$ cat src/rtl/uart_transmitter.sv
// UART transmitter, 8N1, LSB first. A one-deep holding register lets the next
// byte wait while the current frame is shifted out, so chained frames have no gap.
module uart_transmitter #(
  parameter int CLKs_Per_Bit = 87
) (
  input  logic       i_clk,
  input  logic       i_rst,
  input  logic       i_tx_DV,
  input  logic [7:0] i_tx_byte,
  output logic       o_tx_ready,
  output logic       o_tx_active,
  output logic       o_tx_serial,
  output logic       o_tx_done
);

  localparam int              CntW    = $clog2(CLKs_Per_Bit) + 1;
  localparam logic [CntW-1:0] CntLast = CntW'(CLKs_Per_Bit - 1);
  localparam logic [CntW-1:0] CntOne  = CntW'(1);

  typedef enum logic [1:0] {
    IDLE  = 2'd0,
    START = 2'd1,
    DATA  = 2'd2,
    STOP  = 2'd3
  } state_e;

  state_e          state_q, state_d;
  logic [CntW-1:0] cnt_q, cnt_d;
  logic [2:0]      idx_q, idx_d;
  logic [7:0]      shift_q, shift_d;
  logic [7:0]      buf_q, buf_d;
  logic            buf_valid_q, buf_valid_d;
  logic            ready_q, ready_d;
  logic            active_q, active_d;
  logic            serial_q, serial_d;
  logic            done_q, done_d;
  logic            accept_s, load_s, bit_end_s;

  // Next-state, holding-register and registered-output logic
  always_comb begin
    accept_s  = i_tx_DV && ready_q;
    bit_end_s = (cnt_q == CntLast);
    state_d   = state_q;
    cnt_d     = cnt_q;
    idx_d     = idx_q;
    load_s    = 1'b0;
    done_d    = 1'b0;

    case (state_q)
      IDLE: begin
        cnt_d = '0;
        idx_d = 3'd0;
        if (buf_valid_q) begin
          load_s  = 1'b1;
          state_d = START;
        end else begin
          state_d = IDLE;
        end
      end
      START: begin
        if (bit_end_s) begin
          cnt_d   = '0;
          idx_d   = 3'd0;
          state_d = DATA;
        end else begin
          cnt_d = cnt_q + CntOne;
        end
      end
      DATA: begin
        if (bit_end_s) begin
          cnt_d = '0;
          if (idx_q == 3'd7) begin
            idx_d   = 3'd0;
            state_d = STOP;
          end else begin
            idx_d = idx_q + 3'd1;
          end
        end else begin
          cnt_d = cnt_q + CntOne;
        end
      end
      STOP: begin
        if (bit_end_s) begin
          cnt_d  = '0;
          done_d = 1'b1;
          // Chain straight into the next start bit when a byte is waiting
          if (buf_valid_q) begin
            load_s  = 1'b1;
            state_d = START;
          end else begin
            state_d = IDLE;
          end
        end else begin
          cnt_d = cnt_q + CntOne;
        end
      end
      default: begin
        cnt_d   = '0;
        idx_d   = 3'd0;
        state_d = IDLE;
      end
    endcase

    if (load_s) begin
      shift_d = buf_q;
    end else begin
      shift_d = shift_q;
    end

    // accept_s needs an empty buffer and load_s a full one, so they never collide
    if (accept_s) begin
      buf_valid_d = 1'b1;
      buf_d       = i_tx_byte;
    end else if (load_s) begin
      buf_valid_d = 1'b0;
      buf_d       = buf_q;
    end else begin
      buf_valid_d = buf_valid_q;
      buf_d       = buf_q;
    end
    ready_d = ~buf_valid_d;

    case (state_d)
      IDLE:    serial_d = 1'b1;
      START:   serial_d = 1'b0;
      DATA:    serial_d = shift_d[idx_d];
      STOP:    serial_d = 1'b1;
      default: serial_d = 1'b1;
    endcase
    active_d = (state_d != IDLE);
  end

  // State and output registers with synchronous reset
  always_ff @(posedge i_clk) begin
    if (i_rst) begin
      state_q     <= IDLE;
      cnt_q       <= '0;
      idx_q       <= 3'd0;
      shift_q     <= 8'h00;
      buf_q       <= 8'h00;
      buf_valid_q <= 1'b0;
      ready_q     <= 1'b1;
      active_q    <= 1'b0;
      serial_q    <= 1'b1;
      done_q      <= 1'b0;
    end else begin
      state_q     <= state_d;
      cnt_q       <= cnt_d;
      idx_q       <= idx_d;
      shift_q     <= shift_d;
      buf_q       <= buf_d;
      buf_valid_q <= buf_valid_d;
      ready_q     <= ready_d;
      active_q    <= active_d;
      serial_q    <= serial_d;
      done_q      <= done_d;
    end
  end

  assign o_tx_ready  = ready_q;
  assign o_tx_active = active_q;
  assign o_tx_serial = serial_q;
  assign o_tx_done   = done_q;

endmodule
$ cat config.mk
export PLATFORM = sky130hd
export DESIGN_NAME = uart_transmitter
export DESIGN_NICKNAME = d
export VERILOG_FILES = /design/src/rtl/uart_transmitter.sv
export SDC_FILE = /design/constraint.sdc
export NUM_CORES = 1
export LEC_CHECK = 0
export BUFFER_PORTS_ARGS = -buffer_cell sky130_fd_sc_hd__buf_2
export CAP_MARGIN = 15
export CORE_MARGIN = 4
export CORE_UTILIZATION = 30
export DETAILED_ROUTE_END_ITERATION = 8
export GPL_TIMING_DRIVEN = 0
export SLEW_MARGIN = 30
export SYNTH_ARGS = -nofsm -noshare
export SYNTH_HDL_FRONTEND = slang
export SYNTH_SLANG_ARGS = --single-unit
$ cat constraint.sdc
create_clock -name i_clk -period 2.4 [get_ports i_clk]
set_input_delay 0.24 -clock i_clk [delete_from_list [all_inputs] [get_ports i_clk]]
set_output_delay 0.24 -clock i_clk [all_outputs]
set_load 0.05 [all_outputs]
== After elaboration in Yosys (flattened, before gate mapping) ==
Index checks and enable logic that the tools add are counted.

* Bits of input ports: 11
* Memories: 0
* Memory bits (read-only): 0
* Latch bits: 0
* Output and inout port bits: 4
* Word-level logic and storage cells: 52
* Memory bits (writable): 0
* Register bits after elaboration: 34

* Multipliers: 0
* Eq/ne operators: 8
* Reductions and logical operators: 7
* $add $sub $neg: 2
* Shifts and indexed selects: 0
* Magnitude comparators: 1
* Bitwise logic cells: 2
* Mux-type cells: 22
* Divide/modulo/power cells: 0

{| class="wikitable"
|+ Operators by type and width
! operator !! number
|-
| two-way mux 8 bit || 2
|-
| one-hot mux 8 bit (2 select lines) || 1
|-
| two-way mux 3 bit || 3
|-
| one-hot mux 3 bit (3 select lines) || 1
|-
| adder 8 x 1 -> 8 bit (second input constant) || 1
|-
| == test 2 bit (second input constant) || 4
|-
| == test 8 x 7 -> 1 bit (second input constant) || 1
|-
| two-way mux 2 bit || 4
|-
| one-hot mux 2 bit (4 select lines) || 1
|-
| two-way mux 1 bit || 7
|-
| == test 2 x 1 -> 1 bit (second input constant) || 2
|-
| zero test 2 bit || 2
|-
| < comparator 3 x 4 -> 1 bit (second input constant) || 1
|-
| OR reduction 2 bit || 2
|-
| adder 3 x 1 -> 3 bit (second input constant) || 1
|-
| binary-select mux 1 bit (select 3 bit) || 1
|-
| == test 3 bit (second input constant) || 1
|-
| one-hot mux 1 bit (3 select lines) || 1
|-
| OR reduction 3 bit || 1
|-
| NOT 1 bit || 2
|-
| one-hot mux 1 bit (2 select lines) || 1
|-
| nonzero test 2 bit || 1
|-
| logical AND 1 bit || 1
|}

== Longest topological paths before layout ==
Gate-level depths: netlist (run 1).

* Word-level depth: 7
* Gate-level depth with buffers: 12

== Worst setup path after synthesis (run 1) ==
Ideal clock, no wire load.

* Path type: flip-flop to flip-flop
* From: register cnt_q[0]
* To: register serial_q (netlist: o_tx_serial)
* Required time: 2,278 ps
* Stages on the path, launching flop included: 12
* Data arrival time: 2,002 ps
* Library setup time: 122 ps
* Slack: 276 ps
* Path through: dfxtp_1 > inv_1 > ha_1 > nand3b_1 > or2_1 > a21oi_1 > a21oi_1 > o21bai_1 > inv_1 > ha_1 > nor2b_1 > a311o_1

* Elaborated cells on any way between the ends: 19

{| class="wikitable"
|+ RTL lines
! what !! line !! RTL
|-
| start, declared || 28 || <nowiki>logic [CntW-1:0] cnt_q, cnt_d;</nowiki>
|-
| start signal, assigned || 148 || <nowiki>cnt_q <= cnt_d;</nowiki>
|-
| == test 8 x 7 -> 1 bit * || 42 || <nowiki>bit_end_s = (cnt_q == CntLast);</nowiki>
|-
| two-way mux 2 bit, on equally long branches || 83, 61, 70 ||
|-
| one-hot mux 2 bit (4 select lines) * || 49 || <nowiki>case (state_q)</nowiki>
|-
| named net state_d[1] || 27 || <nowiki>state_e state_q, state_d;</nowiki>
|-
| == test 2 bit / zero test 2 bit (equally long branches) || 123 || <nowiki>case (state_d)</nowiki>
|-
| OR reduction 2 bit (no source line) || -- ||
|-
| one-hot mux 1 bit (3 select lines) * || 123 ||
|-
| end signal, assigned || 155 || <nowiki>serial_q <= serial_d;</nowiki>
|-
| end, declared || 35 || <nowiki>logic serial_q, serial_d;</nowiki>
|}

Mark *: on every way through the listed nets, which the timed path passes. The rest lies on a longest branch. The select of a mux whose other input is x is not followed.
A chain may end at the register's enable or synchronous reset.

== Worst setup path in the final report (run 1) ==
* From: register idx_q[0]
* To: register serial_q (netlist: o_tx_serial)

* Word-level cells in the longest chain between the ends: 7
* Elaborated cells on any way between the ends: 17

{| class="wikitable"
|+ Ends and longest elaborated chain
! what !! line !! RTL
|-
| start, declared || 29 || <nowiki>logic [2:0] idx_q, idx_d;</nowiki>
|-
| start signal, assigned || 149 || <nowiki>idx_q <= idx_d;</nowiki>
|-
| adder 3 x 1 -> 3 bit / == test 3 bit (equally long branches) || 76, 72 ||
|-
| two-way mux 3 bit / two-way mux 2 bit (equally long branches) || 72 || <nowiki>if (idx_q == 3'd7) begin</nowiki>
|-
| two-way mux 3 bit / two-way mux 2 bit (equally long branches) || 70 || <nowiki>if (bit_end_s) begin</nowiki>
|-
| one-hot mux 3 bit (3 select lines) / one-hot mux 2 bit (4 select lines) (equally long branches) || 49 ||
|-
| binary-select mux 1 bit (select 3 bit) (tied with other cells) || 126 || <nowiki>DATA: serial_d = shift_d[idx_d];</nowiki>
|-
| two-way mux 1 bit (implied by the code) / OR reduction 2 bit (equally long branches) || -- ||
|-
| one-hot mux 1 bit (3 select lines) * || 123 ||
|}

Every way passes the cells marked *; elsewhere a longest branch is shown, timed or not. The select of a mux whose other input is x is not followed.

==> impl_results.md, run 1 <==
- Routed vias: 1350
- Mapped cell area: 1670 sq um
- Net switching power: 0.286 mW
- Routed Wire Length: 3.23 mm
- Crit path launch type: flip-flop
- Total core area: 5240 sq um
- Pwr/cell area: 628 nW/um^2
- Pleak: 0.795 nW
- Total Neg Setup Slack: 0 ns
- Share of layout cells above drive strength 1: 23.3%
- Post-Syn Nets: 213
- Average size of a mapped cell: 8.82 sq um
- Wire length per cell: 11.3 um
- First-pass GRT wire length: 5.40 mm
- Final Setup Violations: 0
- Final Non-Filler Cells: 285
- PortBufs: 12
- Routability cong.: 0.805
- # fillers: 513
- Die Span Y: 82.6 um
- CTS Root Cell: clkbuf_8
- Core Rows: 26
- Area grow syn2layout: 25.8%
- Yosys Warn Count: 0
- Hold WC Path Type: input port to flip-flop
- Vias in the first global route: 1193
- Post-route ant nets: 0
- Dpl cells: 271
- Initial DRC count: 68
- Commonest non-fill, non-tap cell in the layout: dfxtp_1
- Int Power: 1.03 mW
- Via-to-Cell Ratio: 4.74
- Final Hold Fails: 0
- Min Tclk post-route: 2.30 ns
- Pre-antenna DRT Iters: 4
- Clk_skew: 0.00534 ns
- WS Path Type: flip-flop to flip-flop
- Drt drc: 0
- Clk pin slew, worst setup/hold paths: 0.07 ns
- Comb power frac: 7.1%
- Crit. End Element: flip-flop
- Worst-path maximum fanout: 7
- Synth unique cells: 36
- WP data required: 2.58 ns
- Reg power frac: 44.8%
- Antenna cells: 0
- Post-synthesis sequential area ratio: 40.8%
- H-tree depth: 2
- Clock power frac: 48.1%
- Syn Inst Count: 189
- Total gr overflow: 0
- Max-slew headroom: 69.4%
- Commonest cells after routing, fill and taps aside: 30 x dfxtp_1, 20 x nor2_1, 17 x nand3_1
- DPL Wire Length: 2.33 mm
- Maximum VDD drop: 470 uV
- Max frequency: 0.436 GHz
- Largest net degree at the start of global routing: 13
- Synthesized flop and latch total: 34
- Die W: 82.6 um
- CTS tree: built
- Sw Share: 21.7%
- Worst-Margin Slew: 0.459 ns
- Top Ports: 15
- Hold-fix buffers at CTS: 0
- Initial antenna violation count: 0
- Starting Density: 31.8%
- Num CTS Buffers: 5
- Clk_lat worst skew: 0.29 ns
- CTS sink cnt: 34
- Overall global routing resource usage: 10.2%
- Crit path DAT: 2.47 ns
- Fin. max-slew vios: 0
- Max-capacitance violation count: 0
- Crit share post-route: 95.7%
- Pwr Total: 1.32 mW
- Layout Nets: 238
- Clock buffer depth: 2
- Status: finished, final reports clean
- Die area: 6820 sq um
layer usage:
metal | routed length, um | vias up | GRT usage, %
met2 | 1510 | 25 | 15.9
li1 | - | 710 | -
met1 | 1540 | 609 | 13.3
met5 | 0 | - | 0
met4 | 42 | 0 | 4.90
met3 | 136 | 6 | 2.28
Yosys cell counts, drive strengths merged:
master / n / area (sq um)
nand3b: 1 / 7.51
nor3: 2 / 10.0
or2: 1 / 6.26
dfxtp: 34 / 681
nand4bb: 1 / 11.3
mux2i: 12 / 120
nand2b: 1 / 6.26
inv: 8 / 30.0
and3: 2 / 12.5
nand2: 15 / 63.8
clkbuf: 6 / 22.5
o22a: 1 / 8.76
o21bai: 2 / 15.0
nand4b: 1 / 8.76
nor2b: 2 / 12.5
nor2: 22 / 85.1
o211ai: 2 / 15.0
a22oi: 1 / 7.51
mux2: 3 / 33.8
o21ai: 10 / 50.0
nand3: 17 / 85.1
xnor2: 1 / 8.76
o21ba: 1 / 10.0
xor2: 5 / 43.8
or3: 1 / 6.26
a21o: 2 / 15.0
buf: 1 / 5.00
a311o: 1 / 10.0
o41a: 1 / 11.3
ha: 13 / 163
a21oi: 17 / 85.1
a22o: 1 / 8.76
o221ai: 1 / 8.76
power by group through the flow:
stage | Clock [mW] | Combinational [mW] | Sequential [mW]
floorplan | 0 | 0.0563 | 0.612
global placement | 0 | 0.0900 | 0.603
detailed placement | 0 | 0.0909 | 0.603
CTS | 0.644 | 0.0913 | 0.590
global route | 0.666 | 0.107 | 0.592
finish | 0.633 | 0.0940 | 0.589
cells by family (layout without fill, tap and decap cells):
kind of cell / after synthesis / count (layout) / share of synthesized area [%]
flops: 34 / 34 / 40.8
simple gates: 66 / 66 / 18.9
compound gates: 40 / 40 / 14.7
xor+xnor: 6 / 6 / 3.15
mux: 15 / 15 / 9.23
fa+ha+maj: 13 / 13 / 9.75
buf+inv: 15 / 41 / 3.45
flip-flops by register name, summed over array words and instances, names as in the netlist:
name,cells
o_tx_active,1
shift_q,8
buf_valid_q,1
idx_q,3
o_tx_serial,1
buf_q,8
o_tx_done,1
cnt_q,8
o_tx_ready,1
state_q,2
repair_timing:
action | CTS | global route
setup endpoints to repair | 1 | 1
buffers inserted | 0 | 6
pin swaps | 0 | 9
gates resized for setup | 1 | 24
per-stage QoR:
| step | utilization [%] | setup slack, ns | hold WS [ns] | area (sq um) |
|---|---|---|---|---|
| final | 40.1 | 0.104 | 0.196 | 2100 |
| after global routing | 40.1 | -0.0128 | 0.201 | 2100 |
| after CTS | 37.4 | 0.0263 | 0.189 | 1960 |
| after detailed placement | 34.7 | -0.0152 | 0.450 | 1820 |
| after global placement | 34.7 | 0.0240 | 0.451 | 1820 |
| after floorplan | - | 0.276 | 0.387 | 1670 |
final timing paths:
path | end | slack [ns] | start | cells after the start
worst max-delay path | o_tx_serial$_SDFF_PP1_ | 0.10 | idx_q[0]$_SDFF_PP0_ | 9
worst min-delay path | buf_q[1]$_SDFFE_PP0P_ | 0.20 | i_tx_byte[1] | 3
worst max register to register | o_tx_serial$_SDFF_PP1_ | 0.10 | idx_q[0]$_SDFF_PP0_ | 9
worst min register to register | buf_q[1]$_SDFFE_PP0P_ | 0.46 | buf_q[1]$_SDFFE_PP0P_ | 2
area by class of cell:
class	count	area (sq um)	area share [%]
flip-flops and latches	34	688	32.8
clock inverters	3	68.8	3.28
multi-input cells	140	1020	48.5
clock buffers	5	68.8	3.28
repair buffers	18	109	5.19
inverters	8	30.0	1.43
well taps	70	87.6	4.17
plain buffers	7	27.5	1.31
worst max-delay path, stage by stage, from the launching register on:
cell and delay [ns]:
dfxtp_2 0.35, ha_4 0.17, ha_4 0.24, nand2_1 0.04, o41a_1 0.43, nand2_4 0.16
mux2i_1 0.19, mux2_2 0.16, o211ai_1 0.08, a311o_1 0.36
Note: power is estimated with default switching activity, not from simulation.
==> run 2: changes to the inputs <==
- CORE_MARGIN: 4 -> unset
==> impl_results.md, run 2 (synthesis gave the netlist of run 1 again) <==
- Routed vias: 1366 (was 1350)
- Die Span Y: 76.6 um (was 82.6 um)
- Wire length per cell: 11.4 um (was 11.3 um)
- Worst-Margin Slew: 0.472 ns (was 0.459 ns)
- Die W: 76.6 um (was 82.6 um)
- Total core area: 5240 sq um (unchanged)
- Fin. max-slew vios: 0 (unchanged)
- Maximum VDD drop: 382 uV (was 470 uV)
- Max-capacitance violation count: 0 (unchanged)
- Total gr overflow: 0 (unchanged)
- Clk_lat worst skew: 0.28 ns (was 0.29 ns)
- Core Rows: 26 (unchanged)
- Overall global routing resource usage: 11.7% (was 10.2%)
- Crit. End Element: flip-flop (unchanged)
- Worst reg2reg setup slack: 0.06 ns (was 0.10 ns)
- Final instance area: 2150 sq um (was 2100 sq um)
- Final Hold Fails: 0 (unchanged)
- Area grow syn2layout: 29.1% (was 25.8%)
- Via-to-Cell Ratio: 4.73 (was 4.74)
- Total Neg Setup Slack: 0 ns (unchanged)
- Clock power frac: 47.7% (was 48.1%)
- Int Power: 1.03 mW (about the same)
- Biggest regs: buf_q: 8 flops, cnt_q: 8 flops, shift_q: 8 flops (unchanged)
- Depth of the most critical reg-to-reg path: 9 (unchanged)
- Clock buffer depth: 2 (unchanged)
- Crit path DAT: 2.50 ns (was 2.47 ns)
- Starting Density: 31.8% (unchanged)
- # fillers: 527 (was 513)
- Vias in the first global route: 1272 (was 1193)
- Min Tclk post-route: 2.34 ns (was 2.30 ns)
- Commonest non-fill, non-tap cell in the layout: dfxtp_1 (unchanged)
- Initial antenna violation count: 0 (unchanged)
- Die area: 5860 sq um (was 6820 sq um)
- Clk_skew: 0.00479 ns (was 0.00534 ns)
- Post-route ant nets: 0 (unchanged)
- Hold-fix buffers at CTS: 0 (unchanged)
- Max frequency: 0.428 GHz (was 0.436 GHz)
- Pre-antenna DRT Iters: 4 (unchanged)
- Layout Nets: 242 (was 238)
- Routed Wire Length: 3.29 mm (was 3.23 mm)
- CTS tree: built (unchanged)
- Max-slew headroom: 68.5% (was 69.4%)
- Top Ports: 15 (unchanged)
- Hold Startpoint: i_tx_byte[1] (unchanged)
- Worst reg2reg path endpoint: o_tx_serial$_SDFF_PP1_ (unchanged)
- Pwr/cell area: 609 nW/um^2 (was 628 nW/um^2)
- Worst-path maximum fanout: 5 (was 7)
- Num CTS Buffers: 5 (unchanged)
- CTS Root Cell: clkbuf_8 (unchanged)
- Final Setup Violations: 0 (unchanged)
- Crit path launch type: flip-flop (unchanged)
- Reg power frac: 44.9% (was 44.8%)
- Antenna cells: 0 (unchanged)
- Hold WC Path Type: input port to flip-flop (unchanged)
- Comb power frac: 7.4% (was 7.1%)
- Final WS setup: 0.0617 ns (was 0.104 ns)
- Routability cong.: 0.776 (was 0.805)
- PortBufs: 12 (unchanged)
- Reg-to-reg startpoint: cnt_q[1]$_SDFF_PP0_ (was idx_q[0]$_SDFF_PP0_)
- WS Path Type: flip-flop to flip-flop (unchanged)
- Pleak: 0.826 nW (was 0.795 nW)
- Hold Path Cell Cnt: 3 (unchanged)
- Drt drc: 0 (unchanged)
- H-tree depth: 2 (unchanged)
- Pre-CTS setup slack: -0.00814 ns (was -0.0152 ns)
- Hold Path End: buf_q[1]$_SDFFE_PP0P_ (unchanged)
- Clk pin slew, worst setup/hold paths: 0.07 ns (about the same)
- CTS sink cnt: 34 (unchanged)
- Share of layout cells above drive strength 1: 26.5% (was 23.3%)
- First-pass GRT wire length: 5.54 mm (was 5.40 mm)
- Largest net degree at the start of global routing: 13 (unchanged)
- Crit share post-route: 97.4% (was 95.7%)
- WP data required: 2.57 ns (was 2.58 ns)
- Sw Share: 21.4% (was 21.7%)
- Final hold slack: 0.200 ns (was 0.196 ns)
- Initial DRC count: 52 (was 68)
- DPL Wire Length: 2.35 mm (was 2.33 mm)
- Status: finished, final reports clean (unchanged)
- Placed Area: 1820 sq um (unchanged)
- Net switching power: 0.281 mW (was 0.286 mW)
- Commonest cells after routing, fill and taps aside: 30 x dfxtp_1, 20 x nor2_1, 17 x nand3_1 (unchanged)
run 2: power by group through the flow:
stage | clock network (mW) | registers [mW] | logic, mW
2_1_floorplan | 0 | 0.612 | 0.0563
3_3_place_gp | 0 | 0.603 | 0.0897
3_5_place_dp | 0 | 0.604 | 0.0905
4_1_cts | 0.641 | 0.591 | 0.0912
5_1_grt | 0.668 | 0.591 | 0.110
6_report | 0.626 | 0.589 | 0.0969
run 2: worst max-delay path: stages (launching register included):
cell      delay (ns)
dfxtp_2         0.39
ha_4            0.14
nand3b_1        0.23
or2_4           0.35
buf_6           0.12
a21o_1          0.18
a22o_4          0.28
o21ai_2         0.06
o211ai_1        0.10
a311o_1         0.38
run 2: worst max path at each step:
stage	from	to	slack (ns)	cells after the start
after floorplan	cnt_q[0]$_SDFF_PP0_	o_tx_serial$_SDFF_PP1_	0.28	11
after global placement	cnt_q[0]$_SDFF_PP0_	o_tx_serial$_SDFF_PP1_	0.02	11
after detailed placement	cnt_q[0]$_SDFF_PP0_	o_tx_serial$_SDFF_PP1_	-0.008	11
after CTS	cnt_q[0]$_SDFF_PP0_	o_tx_serial$_SDFF_PP1_	0.04	9
after global routing	cnt_q[0]$_SDFF_PP0_	o_tx_serial$_SDFF_PP1_	-0.01	10
final	cnt_q[1]$_SDFF_PP0_	o_tx_serial$_SDFF_PP1_	0.06	9
run 2: final cells by class:
class                   count  area, sq um  share of cell area, %
multi-input cells         140         1040                   48.2
flip-flops and latches     34          691                   32.1
repair buffers             22          139                   6.45
well taps                  70         87.6                   4.07
clock buffers               5         68.8                   3.20
clock inverters             3         68.8                   3.20
inverters                   8         32.5                   1.51
plain buffers               7         27.5                   1.28
run 2: stage by stage:
stage          power (mW)  std cells  utilization [%]
2_1_floorplan       0.669        189                -
3_3_place_gp        0.693        271             34.7
3_5_place_dp        0.695        271             34.7
4_1_cts              1.32        279             37.4
5_1_grt              1.37        289             41.1
6_report             1.31        289             41.1
run 2: timing repair:
action	CTS	global route
buffers inserted	0	10
hold endpoints to repair	0	0
pin swaps	0	11
setup endpoints to repair	1	1
resized for setup	2	32
run 2: layer usage:
metal  vias to the layer above  share of wire [%]  GRT usage [%]  wire [um]
li1                        716                  -              -          -
met2                        19                 45           18.3       1490
met4                         0                1.3           5.19         42
met3                         4                2.5           3.35         83
met1                       627                 51           14.9       1670
met5                         -                  0              0          0
==> run 3: changes to the inputs <==
- ABC_AREA: unset -> 1
==> impl_results.md, run 3 <==
- Status: finished, violations left (was finished, final reports clean)
- Failing checks: DRC
- Final Non-Filler Cells: 332 (was 289)
- Largest net degree at the start of global routing: 11 (was 13)
- WS Path Type: flip-flop to flip-flop (unchanged)
- Commonest non-fill, non-tap cell in the layout: nand2_1 (was dfxtp_1)
- Post-synthesis sequential area ratio: 40.1% (was 40.8%)
- Num CTS Buffers: 5 (unchanged)
- Dpl cells: 319 (was 271)
- Net switching power: 0.347 mW (was 0.281 mW)
- Syn Inst Count: 234 (was 189)
- Top Ports: 15 (unchanged)
- Max-slew headroom: 70.2% (was 68.5%)
- Met3 wire length: 80 um (was 83 um)
- Via-to-Cell Ratio: 4.27 (was 4.73)
- Yosys Warn Count: 0 (unchanged)
- Average size of a mapped cell: 7.26 sq um (was 8.82 sq um)
- Core Rows: 27 (was 26)
- Die W: 77.3 um (was 76.6 um)
- Synth top cells by count: 46 x nand2_1, 41 x nor2_1, 35 x inv_1 (was 34 x dfxtp_1, 21 x nor2_1, 17 x a21oi_1, 17 x nand3_1, 14 x nand2_1)
- Clk pin slew, worst setup/hold paths: 0.07 ns (about the same)
- CTS Root Cell: clkbuf_8 (unchanged)
- Routed Wire Length: 3.34 mm (was 3.29 mm)
- Crit path DAT: 2.41 ns (was 2.50 ns)
- Overall global routing resource usage: 11.9% (was 11.7%)
- PortBufs: 13 (was 12)
- Final Setup Violations: 0 (unchanged)
- Biggest regs: buf_q: 8 flops, cnt_q: 8 flops, shift_q: 8 flops (unchanged)
- Synth top area share: 40.1% (was 40.8%)
- Crit path launch type: flip-flop (unchanged)
- Clk_lat worst skew: 0.28 ns (about the same)
- CTS sink cnt: 34 (unchanged)
- Commonest cells after routing, fill and taps aside: 45 x nand2_1, 40 x nor2_1, 35 x inv_1 (was 30 x dfxtp_1, 20 x nor2_1, 17 x nand3_1)
- Met2 wire len: 1.50 mm (was 1.49 mm)
- Area grow syn2layout: 18.3% (was 29.1%)
- Max frequency: 0.447 GHz (was 0.428 GHz)
- Reg power frac: 47.1% (was 44.9%)
- Pwr/cell area: 649 nW/um^2 (was 609 nW/um^2)
- Vias in the first global route: 1279 (was 1272)
- Worst-path maximum fanout: 4 (was 5)
- Share of layout cells above drive strength 1: 16.5% (was 26.5%)
- Wire length per cell: 10.1 um (was 11.4 um)
- Int Power: 0.957 mW (was 1.03 mW)
- Crit. End Element: flip-flop (unchanged)
- Final instance area: 2010 sq um (was 2150 sq um)
- Clock buffer depth: 2 (unchanged)
- Synthesized flop and latch total: 34 (unchanged)
- Final Hold Fails: 0 (unchanged)
- Comb power frac: 14.7% (was 7.4%)
- Max-capacitance violation count: 0 (unchanged)
- WP data required: 2.57 ns (about the same)
- Die area: 5970 sq um (was 5860 sq um)
- Drt drc: 2 (was 0)
- Most common cell in the netlist: nand2_1 (was dfxtp_1)
- First-pass GRT wire length: 5.62 mm (was 5.54 mm)
- Pleak: 0.964 nW (was 0.826 nW)
- Ys async rst share: 0% (unchanged)
- Routability cong.: 0.828 (was 0.776)
- Die Span Y: 77.3 um (was 76.6 um)
- Fin. max-slew vios: 0 (unchanged)
- Initial antenna violation count: 0 (unchanged)
- Largest area contributor in the netlist: dfxtp_1 (unchanged)
- Mapped cell area: 1700 sq um (was 1670 sq um)
- Routed vias: 1418 (was 1366)
- Crit share post-route: 93.2% (was 97.4%)
- Placed Area: 1850 sq um (was 1820 sq um)
- Min Tclk post-route: 2.24 ns (was 2.34 ns)
- Post-synth top flop: dfxtp_1 (unchanged)
- Layout Nets: 283 (was 242)
- CTS tree: built (unchanged)
- Initial DRC count: 49 (was 52)
- Total gr overflow: 0 (unchanged)
- Maximum VDD drop: 344 uV (was 382 uV)
- Post-route ant nets: 0 (unchanged)
- Total core area: 5470 sq um (was 5240 sq um)
- Post-synth EDFFs: 0 (unchanged)
- Clock power frac: 38.2% (was 47.7%)
- Final hold slack: 0.205 ns (was 0.200 ns)
- Pre-antenna DRT Iters: 6 (was 4)
- Clk_skew: 0.00289 ns (was 0.00479 ns)
- Synth unique cells: 27 (was 36)
- Top Layer Used: met4 (unchanged)
- H-tree depth: 2 (unchanged)
- Post-Syn Nets: 258 (was 213)
- Antenna cells: 0 (unchanged)
- Starting Density: 31.0% (was 31.8%)
- WL met1: 1.73 mm (was 1.67 mm)
- Worst-Margin Slew: 0.447 ns (was 0.472 ns)
- Sw Share: 26.6% (was 21.4%)
- DPL Wire Length: 2.48 mm (was 2.35 mm)
- Synth area leaders: dfxtp_1 40%, nand2_1 10%, ha_1 9.6% (was dfxtp_1 41%, ha_1 9.8%, mux2i_1 7.2%)
- Hold WC Path Type: input port to flip-flop (unchanged)
-- run 3: cell types whose count changed in the layout (fill, tap and decap cells not counted), moves of 5 or more --
| cell | before | now |
|---|---|---|
| nand3b_1 | 1 | 6 |
| ha_1 | 8 | 13 |
| a21oi_1 | 16 | 5 |
| nor2_1 | 20 | 40 |
| inv_1 | 6 | 35 |
| mux2i_1 | 12 | 1 |
| nand2_1 | 13 | 45 |
-- run 3: area by class of cell --
cell class,count,area [sq um]
plain buffers,2,7.51
inverters,40,153
flip-flops and latches,34,682
fillers,607,3460
clock buffers,8,110
well taps,72,90.1
multi-input cells,158,865
repair buffers,18,103
-- run 3: logic make-up (layout without fill, tap and decap cells) --
logic type / count (synthesis) / after routing / share of synthesized area, %
and+or+nand+nor: 126 / 126 / 34.5
buffers and inverters: 42 / 68 / 9.35
DFF: 34 / 34 / 40.1
AOI/OAI and AO/OA: 17 / 17 / 5.45
adders and majority gates: 13 / 13 / 9.57
xor gates and xnor gates: 1 / 1 / 0.516
muxes: 1 / 1 / 0.589
-- run 3: power groups by stage --
| stage | Combinational [mW] | Sequential, mW | Clock [mW] |
|---|---|---|---|
| 4_1_cts | 0.184 | 0.614 | 0.511 |
| 3_5_place_dp | 0.183 | 0.627 | 0 |
| 3_3_place_gp | 0.180 | 0.626 | 0 |
| 6_report | 0.192 | 0.614 | 0.498 |
| 5_1_grt | 0.220 | 0.618 | 0.531 |
| 2_1_floorplan | 0.121 | 0.643 | 0 |
-- run 3: worst paths after layout --
kind,from,to,slack [ns],cells after the start
min,i_tx_byte[7],buf_q[7]$_SDFFE_PP0P_,0.21,3
max,cnt_q[0]$_SDFF_PP0_,o_tx_serial$_SDFF_PP1_,0.16,16
max reg2reg,cnt_q[0]$_SDFF_PP0_,o_tx_serial$_SDFF_PP1_,0.16,16
min reg2reg,cnt_q[0]$_SDFF_PP0_,cnt_q[0]$_SDFF_PP0_,0.42,1
-- run 3: timing repair --
action                     CTS  global route
resized for setup            0             4
buffers inserted             0             5
setup endpoints to repair    0             2
hold buffers                 0             0
-- run 3: per-stage QoR --
stage,setup slack (ns),power (mW),utilization (%),setup TNS (ns)
floorplan,0.325,0.764,-,0
global placement,0.0800,0.806,33.9,0
detailed placement,0.0566,0.810,33.9,0
CTS,0.0436,1.31,35.9,0
global route,-0.00531,1.37,36.7,-0.00531
finish,0.163,1.30,36.7,0
-- run 3: worst max-delay path: stages, from the launching register on --
cell and delay, ns:
dfxtp_2 0.34, inv_1 0.04, ha_1 0.19, nand2_2 0.10, nor2_4 0.05, nand2_2 0.10, inv_4 0.05, nor2_2 0.08
nor2_1 0.05, or3b_1 0.37, a22oi_2 0.22, inv_2 0.08, ha_1 0.21, nand3_1 0.10, nand2_1 0.05, nand2_1 0.05
nand2_1 0.04
-- run 3: metal layers --
layer / up-vias / track usage (%)
met5: - / 0
met4: 0 / 5.66
met3: 2 / 3.21
met2: 16 / 17.9
met1: 627 / 15.6
li1: 773 / -
